[config.mk]
export PLATFORM = sky130hd
export DESIGN_NAME = os_tx_sched
export DESIGN_NICKNAME = d
export VERILOG_FILES = /design/src/rtl/os_tx_sched.sv
export SDC_FILE = /design/constraint.sdc
export NUM_CORES = 1
export LEC_CHECK = 0
export CAP_MARGIN = 15
export CORE_UTILIZATION = 42
export CTS_BUF_LIST = sky130_fd_sc_hd__clkbuf_8
export CTS_CLUSTER_SIZE = 30
export DETAILED_ROUTE_END_ITERATION = 8
export PLACE_DENSITY_LB_ADDON = 0.2
export SLEW_MARGIN = 20
export SYNTH_ARGS = -nofsm -noshare
export SYNTH_HDL_FRONTEND = slang
export SYNTH_SLANG_ARGS = --single-unit
[constraint.sdc]
create_clock -name clk -period 2.48 [get_ports clk]
set_input_delay 0.62 -clock clk [delete_from_list [all_inputs] [get_ports clk]]
set_output_delay 0.62 -clock clk [all_outputs]
set_load 0.005 [all_outputs]
[src/rtl/os_tx_sched.sv]
// -----------------------------------------------------------------------------
// os_tx_sched
//   Ordered-set transmit scheduler in front of the 128-bit lane TX FIFO.
//   Three sources share the single FIFO write port:
//     - TS words offered by ts_gen (ts_valid / ts / ts_ready)
//     - periodic SKP ordered sets (only when SKP_SCHED_EN is defined)
//     - EIOS words requested by the LTSSM (eios_req)
//   After the last EIOS word the lane is held in electrical idle until
//   ei_exit is pulsed.
//
//   Build option:
//     SKP_SCHED_EN  defined   -> SKP interval counter, skp_pending, SKP grants
//                   undefined -> no SKP scheduling, skp_pending tied to 0
//
//   Ports:
//     clk, rst        clock, synchronous active-high reset
//     ts_valid, ts    TS word from ts_gen (symbol0 in [127:120])
//     ts_ready        TS word consumed this cycle (same-cycle grant pulse)
//     eios_req        pulse: send EIOS_NUM EIOS words then enter electrical idle
//     ei_exit         pulse: leave electrical idle
//     tx_fifo_full    lane TX FIFO cannot accept a word this cycle
//     tx_valid        FIFO write strobe (registered)
//     tx_data         FIFO write data (registered)
//     tx_os_type      0=TS 1=SKP 2=EIOS, qualified by tx_valid
//     elec_idle       lane held in electrical idle
//     eios_done       1-cycle pulse together with the last EIOS write
//     skp_pending     SKP insertion owed
// -----------------------------------------------------------------------------
module os_tx_sched #(
  parameter int SKP_INTERVAL = 1180,
  parameter int EIOS_NUM     = 1,
  parameter int CNT_W        = 11
) (
  input  logic         clk,
  input  logic         rst,
  input  logic         ts_valid,
  input  logic [127:0] ts,
  output logic         ts_ready,
  input  logic         eios_req,
  input  logic         ei_exit,
  input  logic         tx_fifo_full,
  output logic         tx_valid,
  output logic [127:0] tx_data,
  output logic [1:0]   tx_os_type,
  output logic         elec_idle,
  output logic         eios_done,
  output logic         skp_pending
);

  localparam logic [127:0] SKP_WORD  = {4{32'hBC1C_1C1C}};
  localparam logic [127:0] EIOS_WORD = {4{32'hBC7C_7C7C}};
  localparam logic [1:0]   OS_TS     = 2'd0;
  localparam logic [1:0]   OS_SKP    = 2'd1;
  localparam logic [1:0]   OS_EIOS   = 2'd2;

  localparam int              EC_W      = (EIOS_NUM > 1) ? $clog2(EIOS_NUM) : 1;
  localparam logic [EC_W-1:0] EIOS_LAST = EC_W'(EIOS_NUM - 1);

  // The SKP interval has to fit the counter; an out-of-range setting shows up
  // as this named empty block in the elaborated hierarchy.
  localparam bit SKP_CFG_OK = (SKP_INTERVAL >= 1) && (SKP_INTERVAL < (1 << CNT_W));
  generate
    if (!SKP_CFG_OK) begin : g_skp_interval_out_of_range
    end
  endgenerate

  typedef enum logic [1:0] {
    ST_SEND = 2'd0,
    ST_EIOS = 2'd1,
    ST_EI   = 2'd2
  } state_t;

  state_t          state_r;
  logic            eios_pend_r;
  logic [EC_W-1:0] eios_cnt_r;
  logic            tx_valid_r;
  logic [127:0]    tx_data_r;
  logic [1:0]      tx_os_type_r;
  logic            elec_idle_r;
  logic            eios_done_r;

  logic            skp_pend_s;
  logic            go_eios_s;
  logic            gnt_skp_s;
  logic            gnt_ts_s;
  logic            gnt_eios_s;

  // Grant for the single write port; nothing is served while the FIFO is full.
  // In SEND a pending EIOS request wins the slot but only moves the FSM to
  // EIOS, so no word is written in that cycle.
  always_comb begin
    go_eios_s  = 1'b0;
    gnt_skp_s  = 1'b0;
    gnt_ts_s   = 1'b0;
    gnt_eios_s = 1'b0;
    if (tx_fifo_full) begin
      go_eios_s = 1'b0;
    end else begin
      case (state_r)
        ST_SEND: begin
          if (eios_pend_r) begin
            go_eios_s = 1'b1;
          end else if (skp_pend_s) begin
            gnt_skp_s = 1'b1;
          end else if (ts_valid) begin
            gnt_ts_s = 1'b1;
          end else begin
            gnt_ts_s = 1'b0;
          end
        end
        ST_EIOS: gnt_eios_s = 1'b1;
        ST_EI:   gnt_eios_s = 1'b0;
        default: gnt_eios_s = 1'b0;
      endcase
    end
  end

  // ts_gen sees the grant in the same cycle; held low while in reset.
  assign ts_ready = gnt_ts_s & ~rst;

  // Scheduler FSM plus registered FIFO write port and status outputs.
  always_ff @(posedge clk) begin
    if (rst) begin
      state_r      <= ST_SEND;
      eios_pend_r  <= 1'b0;
      eios_cnt_r   <= {EC_W{1'b0}};
      tx_valid_r   <= 1'b0;
      tx_data_r    <= 128'h0;
      tx_os_type_r <= OS_TS;
      elec_idle_r  <= 1'b0;
      eios_done_r  <= 1'b0;
    end else begin
      eios_done_r <= 1'b0;
      tx_valid_r  <= gnt_ts_s | gnt_skp_s | gnt_eios_s;

      if (gnt_ts_s) begin
        tx_data_r    <= ts;
        tx_os_type_r <= OS_TS;
      end else if (gnt_skp_s) begin
        tx_data_r    <= SKP_WORD;
        tx_os_type_r <= OS_SKP;
      end else if (gnt_eios_s) begin
        tx_data_r    <= EIOS_WORD;
        tx_os_type_r <= OS_EIOS;
      end else begin
        tx_data_r    <= tx_data_r;
        tx_os_type_r <= tx_os_type_r;
      end

      case (state_r)
        ST_SEND: begin
          if (go_eios_s) begin
            state_r     <= ST_EIOS;
            eios_pend_r <= 1'b0;
          end else if (eios_req) begin
            eios_pend_r <= 1'b1;
          end else begin
            eios_pend_r <= eios_pend_r;
          end
        end
        ST_EIOS: begin
          if (gnt_eios_s) begin
            if (eios_cnt_r == EIOS_LAST) begin
              eios_cnt_r  <= {EC_W{1'b0}};
              eios_done_r <= 1'b1;
              elec_idle_r <= 1'b1;
              state_r     <= ST_EI;
            end else begin
              eios_cnt_r <= eios_cnt_r + EC_W'(1);
            end
          end
        end
        ST_EI: begin
          if (ei_exit) begin
            state_r     <= ST_SEND;
            elec_idle_r <= 1'b0;
          end
        end
        default: begin
          state_r     <= ST_SEND;
          eios_pend_r <= 1'b0;
          eios_cnt_r  <= {EC_W{1'b0}};
          elec_idle_r <= 1'b0;
        end
      endcase
    end
  end

  assign tx_valid   = tx_valid_r;
  assign tx_data    = tx_data_r;
  assign tx_os_type = tx_os_type_r;
  assign elec_idle  = elec_idle_r;
  assign eios_done  = eios_done_r;

`ifdef SKP_SCHED_EN
  localparam logic [CNT_W-1:0] SKP_LAST = CNT_W'(SKP_INTERVAL - 1);

  logic [CNT_W-1:0] skp_cnt_r;
  logic             skp_pending_r;

  // SKP interval counter: frozen in electrical idle, restarted on idle exit.
  // Expiry has precedence over a same-cycle SKP grant so that an SKP owed by
  // the new interval is never dropped; pending never accumulates past one.
  always_ff @(posedge clk) begin
    if (rst) begin
      skp_cnt_r     <= {CNT_W{1'b0}};
      skp_pending_r <= 1'b0;
    end else if (state_r == ST_EI) begin
      if (ei_exit) begin
        skp_cnt_r     <= {CNT_W{1'b0}};
        skp_pending_r <= 1'b0;
      end
    end else if (skp_cnt_r == SKP_LAST) begin
      skp_cnt_r     <= {CNT_W{1'b0}};
      skp_pending_r <= 1'b1;
    end else begin
      skp_cnt_r <= skp_cnt_r + CNT_W'(1);
      if (gnt_skp_s) begin
        skp_pending_r <= 1'b0;
      end
    end
  end

  assign skp_pend_s  = skp_pending_r;
  assign skp_pending = skp_pending_r;
`else
  assign skp_pend_s  = 1'b0;
  assign skp_pending = 1'b0;
`endif

endmodule

==> flow_summary_export.csv <==
group,metric,value,unit
cts,cts-root-buf,"clkbuf_8",
sta,setup_slack,0.128,ns
placed_design,place_ws,-0.159,ns
sta,worstMarginPinSlew,0.918,ns
global_route,grt-ovfl-total,0,
critical_path,worstSetupStartpoint,"state_r[0]",
logic_synthesis,ys_types,25,
logic_synthesis,synth-seq-area-share,57.6,%
power,comb_power_share,35.5,%
worst_hold_path,hp-class,"register to register",
power,seqPwrFrac,38.9,%
placed_design,numPortBuffers,266,
die,dieHeight,108,um
critical_path,path_cells,"inv_1 -> ha_1 -> nor2b_2 -> and3_1 -> dlygate4sd2_1",
sta,fmax,425,MHz
sta,whs,0.476,ns
cts,clk_pin_slew,0.07,ns
routing,postRouteAntennaNets,0,
placed_design,place.gp.congestion,0.760,
die,die_w,108,um
routing,drc,0,
logic_synthesis,synthesis.area,4700,um^2
die,die-area,11600,um^2
die,coreArea,10900,um^2
power,p_leak,3.02,nW
critical_path,arrival,1.73,ns
global_route,grt_max_degree,88,
placed_design,placed_area,7510,um^2
finish,antenna_cells,0,
placed_design,dp.cells,876,
logic_synthesis,synth-seq-cells,135,
cts,insertion_delay,0.44,ns
finish,multi_input_area,1800,um^2
routing,drt-initial-drc-count,299,
die,rows,38,
routing,vias_per_cell,5.16,
critical_path,critical_path_class,"register to primary output",
power,ir_worst_vdd,0.519,mV
cts,cts_tree,"yes",
finish,mostFrequentLayoutCells,"clkdlybuf4s50_1 (264), nor3_1 (161), dfxtp_1 (135)",
critical_path,cp.required,1.86,ns
flow_run,cap_violations,0,
sta,maxSlewViolCount,0,
logic_synthesis,netlist_instances,506,
finish,drive_gt1_share,6.38,%
worst_hold_path,worstHoldStart,"tx_data[39]",
cts,cts_buffers,17,
critical_path,worstPathBufferInverterCount,2,
sta,fin_skew,0.00850,ns
power,p_int,5.37,mW
power,clkPwrFrac,25.7,%
power,p_sw,2.21,mW
logic_synthesis,yosysTopAreaCell,"dfxtp_1",
placed_design,hpwl,10400,um
power,switching_share,29.2,%
critical_path,critPathTopFamily,"simple AND/OR/NAND/NOR gates",
critical_path,end_kind,"primary output",
finish,nets,893,
routing,vias,4685,
sta,slew_headroom,38.8,%
critical_path,cp_slowest_cell,"dfxtp_1",
cts,ctsHoldBuffers,0,
power,powerDensity,955,nW/um^2
sta,hold_violations,0,
global_route,grt_pass1_vias,4569,
finish,nFillCells,848,
run_status,status,"completed",
routing,drt-wirelength-per-cell,16.2,um
critical_path,critical_path.max_stage_delay,0.36,ns
cts,htree_levels,4,
logic_synthesis,yosys_warnings,0,
critical_path,worstSetupStartpointType,"register",
finish,final_common_cell,"clkdlybuf4s50_1",
die,start_util,43.1,%
die,ios,269,
cts,clock_sinks,135,
sta,final-setup-viol-count,0,
routing,firstDrtPassIters,6,
finish,fin_cells,908,
sta,rsz0062_at_grt,"false",
critical_path,r2r_start,"state_r[0]",
sta,fin_crit,2.35,ns
logic_synthesis,syn_avg_cell_area,9.28,um^2
critical_path,worstPathMaxFanout,3,
routing,finalWirelength,14700,um
global_route,antenna_found_initial,0,
cts,clk_path_buf_depth,2,
global_route,grt_pass1_wl,22500,um
finish,regArea,2700,um^2
global_route,grt_usage,25.4,%
finish,area_growth,69.1,%
logic_synthesis,synth_area_leaders,"dfxtp_1 (58%), nor3_1 (17%), a22o_1 (9.0%)",
logic_synthesis,yosys.area.top_type_share,57.6,%
sta,finalCritPeriodShare,94.8,%
finish,design_area,7940,um^2
## cell usage after synthesis
master	instances
a2111o_1	1
a211oi_1	1
a21o_1	1
a22o_1	48
a32oi_1	1
and2_1	2
and3_1	1
buf_1	2
buf_2	22
buf_4	4
clkbuf_1	22
conb_1	1
dfxtp_1	135
ha_1	4
inv_1	3
mux2i_1	2
nand2b_1	4
nand4bb_1	1
nor2_1	83
nor2b_1	3
nor3_1	161
nor3_2	1
nor4bb_1	1
o21ai_1	1
or2_1	1
## cells by family after synthesis
family	count (synthesis)	synth area share, %
other	1	0.0799
flip-flops	135	57.6
AND/OR/NAND/NOR	258	25.9
buffers and inverters	53	5.14
AO/OA/AOI/OAI	53	9.81
multiplexers	2	0.426
adder cells (fa/ha/maj)	4	1.07
## metrics by stage
step / setup TNS, ns / power, mW / util, %
6_report: 0 / 7.58 / 72.9
5_1_grt: 0 / 8.02 / 72.9
4_1_cts: 0 / 7.65 / 72.9
3_5_place_dp: -8.56 / 5.69 / 68.9
3_3_place_gp: -4.38 / 5.58 / 68.9
2_1_floorplan: 0 / 4.15 / -
## worst register-to-register path: cells and delay by family (launching register included)
kind	cells	cell delay (ns)
adder cells (fa/ha/maj)	1	0.21
flip-flops	1	0.36
AND/OR/NAND/NOR	2	0.83
AO/OA/AOI/OAI	1	0.15
buffers and inverters	3	0.51
## path summary, 6_finish.rpt
check	cells after the start	endpoint	slack [ns]
setup / recovery	5	ts_ready	0.13
hold / removal	1	tx_data[39]	0.48
setup reg to reg	7	tx_data[73]	0.36
hold reg to reg	1	tx_data[39]	0.48
## cell type report
type	instances	area share, %
Clock buffer	18	3.12
Clock inverter	14	2.32
Inverter	3	0.142
Multi-Input combinational cell	319	22.7
Sequential cell	135	34.0
Tap cell	140	2.21
Timing Repair Buffer	279	35.5
## metal layers
metal	up-vias	share of wire (%)	GRT usage (%)	wire length (um)
li1	2267	-	-	-
met1	2167	37	25.7	5490
met2	210	48	42.9	7110
met3	41	10	11.1	1540
met4	0	3.9	15.3	573
met5	-	0	0	0
## power by group through the flow
stage	registers (mW)	logic, mW	clock network, mW
after global routing	3.00	2.92	2.09
final	2.95	2.69	1.95
after CTS	2.95	2.72	1.98
after floorplan	3.01	1.14	0
after global placement	2.96	2.62	0
after detailed placement	2.99	2.70	0
## state kept, by name, summed over array words and instances, names as in the netlist
| register | flops |
|---|---|
| tx_valid | 1 |
| tx_os_type | 1 |
| state_r | 2 |
| eios_done | 1 |
| tx_data | 128 |
| elec_idle | 1 |
| eios_pend_r | 1 |
## timing repair
action | CTS | global route
endpoints found under the hold margin | 0 | 0
setup endpoints to repair | 1 | 0
resized for setup | 2 | 0
buffers inserted | 0 | 0
Power figures use the tool's default switching activity.
==> variant, RTL diff (config.mk and constraints unchanged) <==
The option `SKP_SCHED_EN` is turned on by a define.
--- a/src/rtl/os_tx_sched.sv
+++ b/src/rtl/os_tx_sched.sv
@@ -28,2 +28,4 @@
 // -----------------------------------------------------------------------------
+`define SKP_SCHED_EN
+
 module os_tx_sched #(
Function: no difference found for any inputs over 4 cycles, from zero or initial values and one cycle with rst high; that may be too few to reach the edited logic, so the function may still have changed.
==> variant against the unedited design <==
  * Sequential share of layout area grew 0.48 points
  * Clock skew fell by 0.0026 ns
  * Critical path depth rose by 1
  * Wire length up 8.9%
  * Total power is 2.3% higher
  * Count of clock-buffer cells in the layout up 5
  * Design area rose by 8.1%
  * Worst setup slack lost 0.0074 ns
  * Clock power rose by 9%
  * Sequential cell count rose by 13
  * Non-clock buffer count rose by 8
  * Synthesized area grew 11%
  * Highest routed layer unchanged
==> variant: results (changes against the unedited design) <==
| Metric | Value |
|---|---|
| Status | `finished clean` |
| Non-Filler Instances | `912 (+0.44%)` |
| Number of diodes | `0 (unchanged)` |
| WP data arrival | `1.74 ns` |
| Worst skew pair latency | `0.44 ns (about the same)` |
| Via/cell ratio | `5.27 (+2.1%)` |
| Worst Setup Slack, final | `0.121 ns (-0.00741 ns)` |
| DP Area | `8100 sq um (+7.9%)` |
| Share of cells above drive strength 1 | `10.6% (+4.2 points)` |
| R2r setup slk | `0.54 ns (+0.18 ns)` |
| Layout net count | `872 (-2.4%)` |
| RePlAce Congestion | `0.751 (-1.1%)` |
| Async SR Flop Fraction | `0% (unchanged)` |
| Yosys warning total | `0 (unchanged)` |
| Synth area leaders | `dfxtp_1 57%, o221a_1 8.6%, a22o_1 8.4%` |
| Clock tree buffer depth | `2 (unchanged)` |
| Clock-pin slew on the worst setup and hold paths | `0.07 ns (about the same)` |
| Critical Path Start | `state_r[0]` |
| RR Endpoint | `tx_data[7]` |
| Max_slew headroom | `60.1% (+21 points)` |
| Total Routing Usage GR | `24.3% (-1.1 points)` |
| DR iter-0 viols | `309 (+3.3%)` |
| Leakage | `3.19 nW (+5.9%)` |
| Vias in the first global route | `4517 (-1.1%)` |
| Synth unique cells | `47 (+88%)` |
| WL per Instance | `17.6 um (+8.4%)` |
| First-pass GRT wire length | `24400 um (+8.2%)` |
| Critical path's largest stage delay | `0.35 ns` |
| Placed Instances | `880 (+0.46%)` |
| PortBufs | `268 (+0.75%)` |
| Mapped Avg Cell Area | `11.2 sq um (+20%)` |
| Post-place setup slack | `-0.336 ns (-0.176 ns)` |
| Num CTS Buffers | `17 (unchanged)` |
| Post-synth top cells | `148 x dfxtp_1, 50 x a22o_1, 40 x o221a_1` |
| Post-Route Skew | `0.00591 ns (-0.00258 ns)` |
| Detailed Place HPWL | `11300 um (+8.8%)` |
| Largest register FFs | `128 (unchanged)` |
| Crit-path max FO | `4 (+1)` |
| Drt first pass iters | `4 (-2)` |
| CP max stage cell | `dfxtp_2` |
| Register area share after synthesis | `56.7% (-0.84 points)` |
| VDD IR max | `0.640 mV (+23%)` |
| CTS H-tree lvls | `4 (unchanged)` |
| Root buffer cell | `clkbuf_8` |
| Largest net degree at the start of global routing | `57 (-35%)` |
==> variant: layer usage <==
layer  routed length (um)  GRT usage [%]  vias up
met3                 1160           9.25       11
met4                  135           6.58        0
met2                 8010           40.9      174
met5                    0              0        -
met1                 6720           28.9     2318
li1                     -              -     2303
==> variant: worst min path at each step <==
stage | startpoint | end | slack [ns] | cells past startpoint
2_1_floorplan | skp_cnt_r[10] | skp_cnt_r[10] | 0.43 | 1
3_3_place_gp | skp_cnt_r[10] | skp_cnt_r[10] | 0.44 | 1
3_5_place_dp | tx_data[121] | tx_data[121] | 0.46 | 1
4_1_cts | skp_cnt_r[10] | skp_cnt_r[10] | 0.48 | 1
5_1_grt | tx_data[64] | tx_data[64] | 0.49 | 1
6_report | tx_data[105] | tx_data[105] | 0.48 | 1
==> variant: cells by family (layout without fill, tap and decap cells) <==
logic type | count (synthesis) | in the layout | synth area share (%)
adder cells (fa/ha/maj) | 6 | 6 | 1.44
buffers and inverters | 48 | 324 | 4.69
XOR/XNOR | 2 | 2 | 0.335
flip-flops | 148 | 148 | 56.7
AND/OR/NAND/NOR | 74 | 74 | 7.26
AO/OA/AOI/OAI | 188 | 188 | 29.2
multiplexers | 2 | 2 | 0.383
==> variant: area by class of cell <==
class | instances | area [sq um]
multi-input cells | 272 | 2060
well taps | 168 | 210
inverters | 6 | 22.5
repair buffers | 287 | 2870
clock inverters | 8 | 145
flip-flops and latches | 148 | 2960
clock buffers | 23 | 317
fillers | 899 | 3470
==> variant: worst register-to-register path, stage by stage (launching register included) <==
cell      delay, ns
dfxtp_2        0.35
inv_2          0.09
ha_4           0.16
nor3b_4        0.23
nand3b_4       0.12
nor2_4         0.19
buf_4          0.47
a22o_1         0.26
==> variant: power by group <==
part           switching (mW)  internal, mW  total, mW
Clock                   0.877          1.25       2.13
Sequential              0.260          2.85       3.11
Combinational            1.02          1.50       2.52
Total                    2.15          5.60       7.76
==> variant: what timing repair did <==
action,4_1_cts,5_1_grt
setup endpoints to repair,1,0
endpoints found under the hold margin,0,0
gates resized for setup,11,0
buffers inserted,1,0
